File: src/rtl/opb_can_bridge.sv
// OPB slave front-end: decodes bus cycles into one-hot CAN1..CAN4 strobes, ack at RD_LAT+2 (read) / WR_LAT+2 (write).
// Master is stalled by holding OPB_SELECT until ack; OPB_CAN_ERRACK_EN makes invalid channels return errAck.
module opb_can_bridge #(
  parameter logic [31:0] C_BASEADDR = 32'h0000_0000,
  parameter int          RD_LAT     = 2,
  parameter int          WR_LAT     = 0
) (
  input  logic        OPB_CLK,
  input  logic        OPB_RST,
  input  logic        OPB_SELECT,
  input  logic        OPB_RNW,
  input  logic [31:0] OPB_ABUS,
  input  logic [31:0] OPB_DBUS,
  output logic [31:0] Sl_DBUS,
  output logic        Sl_xferAck,
  output logic        Sl_errAck,
  output logic [15:0] CAN_ADDR,
  output logic [31:0] CAN_DI,
  output logic        CAN1_RE,
  output logic        CAN2_RE,
  output logic        CAN3_RE,
  output logic        CAN4_RE,
  output logic        CAN1_WE,
  output logic        CAN2_WE,
  output logic        CAN3_WE,
  output logic        CAN4_WE,
  input  logic [31:0] CAN1_DO,
  input  logic [31:0] CAN2_DO,
  input  logic [31:0] CAN3_DO,
  input  logic [31:0] CAN4_DO
);

  localparam logic [2:0] S_IDLE   = 3'd0;
  localparam logic [2:0] S_STROBE = 3'd1;
  localparam logic [2:0] S_WAIT   = 3'd2;
  localparam logic [2:0] S_ACK    = 3'd3;
  localparam logic [2:0] S_HOLD   = 3'd4;
`ifdef OPB_CAN_ERRACK_EN
  localparam logic [2:0] S_ERR    = 3'd5;
`endif

  localparam logic [3:0] RD_LOAD = 4'(RD_LAT - 1);
  localparam logic [3:0] WR_LOAD = 4'(WR_LAT);

  logic [2:0]  state_q, state_d;
  logic [3:0]  cnt_q, cnt_d;
  logic        rnw_q, rnw_d;
  logic [3:0]  chan_q, chan_d;
  logic [15:0] addr_q, addr_d;
  logic [31:0] di_q, di_d;
  logic [3:0]  re_q, re_d;
  logic [3:0]  we_q, we_d;
  logic        xfer_ack_q, xfer_ack_d;
  logic        err_ack_q, err_ack_d;
  logic [31:0] dbus_q, dbus_d;

  logic        base_hit;
  logic [3:0]  chan_in;
  logic        chan_ok;
  logic        wait_done;
  logic [31:0] rd_mux;

  assign base_hit = (OPB_ABUS[31:15] == C_BASEADDR[31:15]);
  assign chan_in  = OPB_ABUS[14:11];
  assign chan_ok  = (chan_in == 4'b0001) || (chan_in == 4'b0010) ||
                    (chan_in == 4'b0100) || (chan_in == 4'b1000);
  // Reads count RD_LAT-1 down to 0; writes count WR_LAT down to 1 so both spend exactly *_LAT cycles in WAIT.
  assign wait_done = rnw_q ? (cnt_q == 4'd0) : (cnt_q == 4'd1);

  always_comb begin
    rd_mux = 32'd0;
    case (chan_q)
      4'b0001: rd_mux = CAN1_DO;
      4'b0010: rd_mux = CAN2_DO;
      4'b0100: rd_mux = CAN3_DO;
      4'b1000: rd_mux = CAN4_DO;
      default: rd_mux = 32'd0;
    endcase
  end

  always_comb begin
    state_d    = state_q;
    cnt_d      = cnt_q;
    rnw_d      = rnw_q;
    chan_d     = chan_q;
    addr_d     = addr_q;
    di_d       = di_q;
    re_d       = 4'd0;
    we_d       = 4'd0;
    xfer_ack_d = 1'b0;
    err_ack_d  = 1'b0;
    dbus_d     = 32'd0;

    case (state_q)
      S_IDLE: begin
        if (OPB_SELECT && base_hit) begin
          if (chan_ok) begin
            state_d = S_STROBE;
            rnw_d   = OPB_RNW;
            chan_d  = chan_in;
            addr_d  = OPB_ABUS[15:0];
            di_d    = OPB_DBUS;
            if (OPB_RNW) re_d = chan_in;
            else         we_d = chan_in;
          end
`ifdef OPB_CAN_ERRACK_EN
          else begin
            state_d    = S_ERR;
            xfer_ack_d = 1'b1;
            err_ack_d  = 1'b1;
          end
`endif
        end
      end

      S_STROBE: begin
        if (!OPB_SELECT) begin
          state_d = S_IDLE;
        end else if (rnw_q) begin
          state_d = S_WAIT;
          cnt_d   = RD_LOAD;
        end else if (WR_LAT == 0) begin
          state_d    = S_ACK;
          xfer_ack_d = 1'b1;
        end else begin
          state_d = S_WAIT;
          cnt_d   = WR_LOAD;
        end
      end

      S_WAIT: begin
        if (!OPB_SELECT) begin
          state_d = S_IDLE;
        end else if (wait_done) begin
          state_d    = S_ACK;
          xfer_ack_d = 1'b1;
          dbus_d     = rnw_q ? rd_mux : 32'd0;
          cnt_d      = 4'd0;
        end else begin
          cnt_d = cnt_q - 4'd1;
        end
      end

      S_ACK: begin
        state_d = S_HOLD;
      end

      S_HOLD: begin
        if (!OPB_SELECT) state_d = S_IDLE;
      end

`ifdef OPB_CAN_ERRACK_EN
      S_ERR: begin
        state_d = S_HOLD;
      end
`endif

      default: begin
        state_d = S_IDLE;
      end
    endcase
  end

  always_ff @(posedge OPB_CLK) begin
    if (OPB_RST) begin
      state_q    <= S_IDLE;
      cnt_q      <= 4'd0;
      rnw_q      <= 1'b0;
      chan_q     <= 4'd0;
      addr_q     <= 16'd0;
      di_q       <= 32'd0;
      re_q       <= 4'd0;
      we_q       <= 4'd0;
      xfer_ack_q <= 1'b0;
      err_ack_q  <= 1'b0;
      dbus_q     <= 32'd0;
    end else begin
      state_q    <= state_d;
      cnt_q      <= cnt_d;
      rnw_q      <= rnw_d;
      chan_q     <= chan_d;
      addr_q     <= addr_d;
      di_q       <= di_d;
      re_q       <= re_d;
      we_q       <= we_d;
      xfer_ack_q <= xfer_ack_d;
      err_ack_q  <= err_ack_d;
      dbus_q     <= dbus_d;
    end
  end

  assign Sl_DBUS    = dbus_q;
  assign Sl_xferAck = xfer_ack_q;
  assign Sl_errAck  = err_ack_q;
  assign CAN_ADDR   = addr_q;
  assign CAN_DI     = di_q;
  assign CAN1_RE    = re_q[0];
  assign CAN2_RE    = re_q[1];
  assign CAN3_RE    = re_q[2];
  assign CAN4_RE    = re_q[3];
  assign CAN1_WE    = we_q[0];
  assign CAN2_WE    = we_q[1];
  assign CAN3_WE    = we_q[2];
  assign CAN4_WE    = we_q[3];

endmodule

File: config.mk
export PLATFORM = sky130hd
export DESIGN_NAME = opb_can_bridge
export DESIGN_NICKNAME = d
export VERILOG_FILES = /design/src/rtl/opb_can_bridge.sv
export SDC_FILE = /design/constraint.sdc
export NUM_CORES = 1
export LEC_CHECK = 0
export ABC_AREA = 1
export BUFFER_PORTS_ARGS = -buffer_cell sky130_fd_sc_hd__buf_2
export CORE_AREA = 2 2 110 112
export CTS_BUF_LIST = sky130_fd_sc_hd__clkbuf_2
export DETAILED_ROUTE_END_ITERATION = 6
export DIE_AREA = 0 0 112 114
export GPL_TIMING_DRIVEN = 0
export PLACE_DENSITY = 0.78
export SLEW_MARGIN = 25
export SYNTH_ARGS = -nofsm -noshare
export SYNTH_HDL_FRONTEND = slang
export SYNTH_SLANG_ARGS = --single-unit
File: constraint.sdc
create_clock -name OPB_CLK -period 1.8 [get_ports OPB_CLK]
set_clock_uncertainty 0.15 [all_clocks]
set_input_delay 0.18 -clock OPB_CLK [delete_from_list [all_inputs] [get_ports OPB_CLK]]
set_output_delay 0.18 -clock OPB_CLK [all_outputs]
set_load 0.005 [all_outputs]
== Word level (Yosys, flattened, before mapping) ==
Cells that the tools add are included.

* Reductions and logical operators: 14
* Eq/ne operators: 20
* Bitwise operators: 8
* Muxes and demuxes: 20
* Add/sub/neg operators: 1

{| class="wikitable"
|+ Operators by type and width
! operator !! number
|-
| $pmux W32 S4 || 1
|-
| $logic_not A17 Y1 || 1
|-
| $mux W4 || 4
|-
| $mux W3 || 5
|-
| $pmux W3 S5 || 1
|-
| $reduce_or A5 Y1 || 3
|-
| $eq A4 B1 Y1 const B || 3
|-
| $ne A2 B2 Y1 const B || 6
|-
| $eq A4 B2 Y1 const B || 2
|-
| $eq A4 B3 Y1 const B || 2
|-
| $eq A4 B4 Y1 const B || 2
|-
| $not A1 Y1 || 8
|-
| $pmux W4 S2 || 1
|-
| $reduce_and A4 Y1 || 2
|-
| $eq A3 B2 Y1 const B || 2
|-
| $mux W1 || 6
|-
| $logic_not A4 Y1 || 1
|-
| $sub A4 B1 Y4 const B || 1
|-
| $eq A3 B1 Y1 const B || 1
|-
| $eq A3 B3 Y1 const B || 1
|-
| $logic_not A3 Y1 || 1
|-
| $logic_or A1 B1 Y1 || 3
|-
| $ne A3 B3 Y1 const B || 1
|-
| $reduce_and A3 Y1 || 1
|-
| 4 further kinds || 4
|}

* Output and inout port bits: 90
* Input bits: 196
* Bits in registers: 101

== Longest topological paths before layout ==
* Word-level depth: 7
* Gate-level depth with buffers: 11

== Worst setup path after synthesis ==
Ideal clock, no wire load.

* Path type: register to register
* Start point: register cnt_q[0]
* End point: register dbus_q[0] (netlist: Sl_DBUS[0])
* Setup slack: 0.296 ns
* Stages on the path, launching flop included: 10
* Data required time: 1.534 ns
* Period minus slack after synthesis: 1.504 ns
* Arrival time: 1.238 ns
* Path through: dfxtp_1 -> inv_1 -> ha_1 -> inv_1 -> nand2_1 -> o211ai_1 -> nor2_1 -> nand4_2 -> buf_2 -> nor2_1

* Cells in the longest elaborated chain, start to end: 4
* Elaborated cells on any way between the ends: 5
* Classes of those cells: eq/ne (1); mux (1); bitwise (1); reduce/logical (2)

{| class="wikitable"
|+ RTL lines
! what !! RTL line !! RTL
|-
| start: declaration || 46 || <nowiki>logic [3:0] cnt_q, cnt_d;</nowiki>
|-
| start signal: assignment || 179 || <nowiki>cnt_q <= cnt_d;</nowiki>
|-
| $eq A4 B1 Y1 / $logic_not A4 Y1 (equally long branches) || 68 || <nowiki>assign wait_done = rnw_q ? (cnt_q == 4'd0) : (cnt_q == 4'd1);</nowiki>
|-
| $mux W1 (*) || 68 ||
|-
| $not A1 Y1 (no source line) (*) || -- ||
|-
| $reduce_or A5 Y1 (no source line) (*) || -- ||
|-
| end signal: assignment || 188 || <nowiki>dbus_q <= dbus_d;</nowiki>
|-
| end: declaration || 55 || <nowiki>logic [31:0] dbus_q, dbus_d;</nowiki>
|}

Mark *: on every way between the ends. The rest lies on a longest branch, timed or not.
A chain may end at the register's enable or synchronous reset.

== Final worst setup path ==
* Start point: register chan_q[1]
* End point: register dbus_q[8] (netlist: Sl_DBUS[8])

* Cells in the longest elaborated chain, start to end: 2
* Elaborated cells on any way between the ends: 5
* Classes of those cells: eq/ne (4); mux (1)

{| class="wikitable"
|+ RTL lines
! what !! RTL line !! RTL
|-
| start: declaration || 48 || <nowiki>logic [3:0] chan_q, chan_d;</nowiki>
|-
| start signal: assignment || 181 || <nowiki>chan_q <= chan_d;</nowiki>
|-
| $eq A4 B4 Y1, or another cell as far along || 72 || <nowiki>case (chan_q)</nowiki>
|-
| $pmux W32 S4 (*) || 72 ||
|}

Marks and branches as above.

==> reports/results.env <==
POWER.SHARE.SEQUENTIAL_PCT=53.5
ANTENNA_FOUND_INITIAL=3
H-TREE-DEPTH=3
PLACE_CONGESTION=0.844
SIGNAL_ARRIVAL_TIME_AT_THE_WORST_ENDPOINT_PS=2380
CORE_UM2=11700
SETUP.WORST_PATH.START='chan_q[1]'
SYNTH_WARNINGS=0
HOLD_VIOL_FINAL=0
DRT_PRE_ANTENNA_ITERS=7
CRITPATHCAPTURE='Sl_DBUS[8]'
NUMPORTBUFFERS=283
POST_SYNTH_TOP_FLOP='dfxtp_1'
POST_SYNTHESIS_SEQUENTIAL_AREA_RATIO_PCT=40.6
CP.REQUIRED_PS=2180
YOSYS_REGISTER_BITS=97
GRT_REMAINING_OVERFLOW=0
CTS.CLK_SLEW.WORST_PATHS_PS=320
CTS-BUFFERS-INSERTED=9
POWER.DENSITY_nW_PER_UM2=469
TIMING.FMAX_MHz=501
DRT_DRC_VIOLATIONS_LEFT=10
CTS_SINKS=97
MIN_DELAY_PATH_DEPTH=8
ROUTED_WIRE_LENGTH_PER_INSTANCE_UM=18.1
CRITICAL_PATH.REG2REG.ENDPOINT='Sl_DBUS[8]'
DETAIL_ROUTE.ITER0.VIOLATIONS=1026
FP.DIEAREA_UM2=12800
P_LEAK_nW=4.23
SWITCHING_SHARE_OF_POWER_PCT=26.8
CTS_ROOT_BUFFER='clkbuf_2'
CELL_INTERNAL_PWR_mW=2.95
SETUP_TOTAL_NEGATIVE_SLACK_PS=-1400
UNREPAIRED_SETUP_ENDPOINTS_AFTER_GLOBAL_ROUTING='yes'
SYNTHESIS.NETS=910
SYNTH.CELL_AREA_UM2=4780
RUN_STATUS='finished, violations left'
CELL_WITH_THE_MOST_INSTANCES_AFTER_SYNTHESIS='nor2_1'
SYN_AVG_CELL_AREA_UM2=6.71
AREA_GROWTH_SYN_TO_LAYOUT_PCT=79.7
POWER.COMBINATIONAL.FRACTION_PCT=17.6
WORSTREGTOREGCELLS=6
HOLD_PATH.CLASS='in -> reg'
NETLIST_TOP_CELLS_COUNT='nor2_1, dfxtp_1, nand2_1, inv_1, nand3_1'
ASYNCSETRESETFLOPFRACSYNTH_PCT=0
SYNTH.TOP_CELLS.BY_AREA='dfxtp_1, nor2_1, nand3_1, nand2_1, nand3b_1'
ROWS=40
VIA_DENSITY_PER_INSTANCE=5.38
FINALWORSTSETUPSLACK_PS=-196
SLEW_VIOLATIONS=0
CRITICAL_PATH.STARTPOINT_TYPE='flip-flop'
BOUNDARYPINS=286
SYNTHDISTINCTLIBCELLS=30
WORSTSETUPPATHTYPE='reg -> reg'
MAX_CAP_VIOL_COUNT=0
FP.DIEH_UM=114
FIRST_GLOBAL_VIAS=7233
POSTSYNTHCELLCOUNT=712
NETLIST.AREA_LEADER.SHARE_PCT=40.6
VIA_COUNT=7268
FINAL_LAYOUT_SIZE_SUFFIX_GT1_SHARE_PCT=31.9
TOTALWIRELENGTH_MM=24.4
NETSWITCHINGPOWER_mW=1.08
DIE_WIDTH_UM=112
DRTANTENNAVIOLNETS=0
START_UTIL_PCT=40.8
CLK_LATENCY_PS=590
DPL.HPWL_MM=12.1
POWER_FRAC_CLOCK_PCT=28.9
MIN_PERIOD_OVER_PERIOD_PCT=111
TYPE_OF_DESTINATION_OF_THE_CRITICAL_PATH='flip-flop'
SLEW_HEADROOM_PCT=63.5
SYNTH_TOP_AREA_CELL='dfxtp_1'
R2R-START='chan_q[1]'
TIMING_WORST_SLEW_PIN_VALUE_PS=546
CTS_TREE='yes'
FINAL_PERIOD_MINUS_WORST_SETUP_SLACK_PS=2000
VDD.IR_DROP.WORST_mV=0.325
GRT_PASS1_WL_MM=36.5
TIMING.HOLD.WS_PS=15.2
FINAL_NETS=1393
GRT_MAX_DEGREE=18
GRT_UTIL_OVERALL_PCT=36.4
FAILING_CHECKS='DRC, setup timing'
SETUP_SLACK_OF_THE_WORST_REGISTER_TO_REGISTER_PATH_PS=-200
SETUP_VIOL=27
TIMING.CRITICAL_PATH.FANOUT_MAX=10
CTS_BUFFER_DEPTH=2
MIN-DELAY-START='OPB_ABUS[28]'
SYNTH_EDF_COUNT=0
## flip-flops by register name, indices dropped and copies added (netlist names)
name,flops
CAN_ADDR,13
CAN_DI,32
Sl_DBUS,32
Sl_xferAck,1
chan_q,3
cnt_q,4
re_q,4
rnw_q,1
state_q,3
we_q,4
## metal layers
metal / track usage, % / up-vias / part of all wire [%]
li1: - / 3215 / -
met1: 38.9 / 3201 / 34
met2: 58.5 / 631 / 45
met3: 14.8 / 221 / 12
met4: 26.2 / 0 / 8.3
met5: 1.57 / - / 0
## metrics by stage
stage                     utilization (%)  worst slack (ps)  power [mW]  instances  instance area, um^2
after floorplan                         -               296        2.29        712                 4780
after global placement               54.5             -23.4        2.52       1142                 6380
after detailed placement             54.5             -47.0        2.52       1142                 6380
after CTS                            71.4              3.26        3.94       1342                 8360
after global routing                 73.3              -294        4.14       1349                 8580
final                                73.3              -196        4.03       1351                 8590
## worst max-delay path, cell delays in order, from the launching register on
cell      delay, ps
dfxtp_1         560
nor2_4          110
nand3_2         140
clkbuf_2        270
o21ai_1         150
nor2_1          460
nor2_4           80
## worst min path at each step
stage,endpoint,slack (ps)
3_5_place_dp,CAN_ADDR[15],280
5_1_grt,state_q[0],10
6_report,state_q[0],20
2_1_floorplan,CAN_DI[0],210
3_3_place_gp,CAN_ADDR[15],280
4_1_cts,state_q[0],0.7
## cell type report
class                           count  area, um^2
Multi-Input combinational cell    484        2390
Timing Repair Buffer              472        3310
Buffer                             42         280
Tap cell                          147         184
Inverter                           89         339
Clock buffer                        9        45.0
Clock inverter                      7        77.6
Sequential cell                    97        1950
Antenna cell                        4        10.0
Fill cell                         790        3130
## power by group through the flow
stage	clock (mW)	sequential, mW	combinational (mW)
after CTS	1.15	2.16	0.634
after global placement	0	2.19	0.324
after global routing	1.24	2.16	0.737
final	1.16	2.16	0.709
after detailed placement	0	2.19	0.326
after floorplan	0	2.19	0.0998
## cells in the final DEF (no fill, tap or decap), types with 14 or more instances in the layout
cell type / synthesis / layout
dlygate4sd3_1: 0 / 183
buf_2: 15 / 294
clkbuf_2: 0 / 16
o21ai_1: 16 / 20
dfxtp_1: 97 / 91
nand3_1: 76 / 75
nand3b_1: 43 / 43
nand2_1: 89 / 89
nor2_4: 2 / 14
o21ai_0: 51 / 47
nor2_1: 184 / 165
inv_1: 82 / 79
## kinds of logic (layout without fill, tap and decap cells)
kind of cell / after synthesis / count (layout) / synth area share (%)
AOI/OAI and AO/OA: 78 / 78 / 8.43
adders and majority gates: 2 / 2 / 0.524
buffers and inverters: 131 / 619 / 12.1
DFF: 97 / 97 / 40.6
other: 1 / 5 / 0.0785
and+or+nand+nor: 403 / 403 / 38.2
## what timing repair did
| item | in CTS | in global routing |
|---|---|---|
| pin swaps | 2 | 3 |
| hold endpoints to repair | 97 | 1 |
| resized for setup | 8 | 69 |
| endpoints found under the setup margin | 30 | 61 |
| cloned | 1 | 2 |
| hold buffers | 182 | 1 |
| buffers inserted | 1 | 2 |
Note: power is estimated with default switching activity, not from simulation.
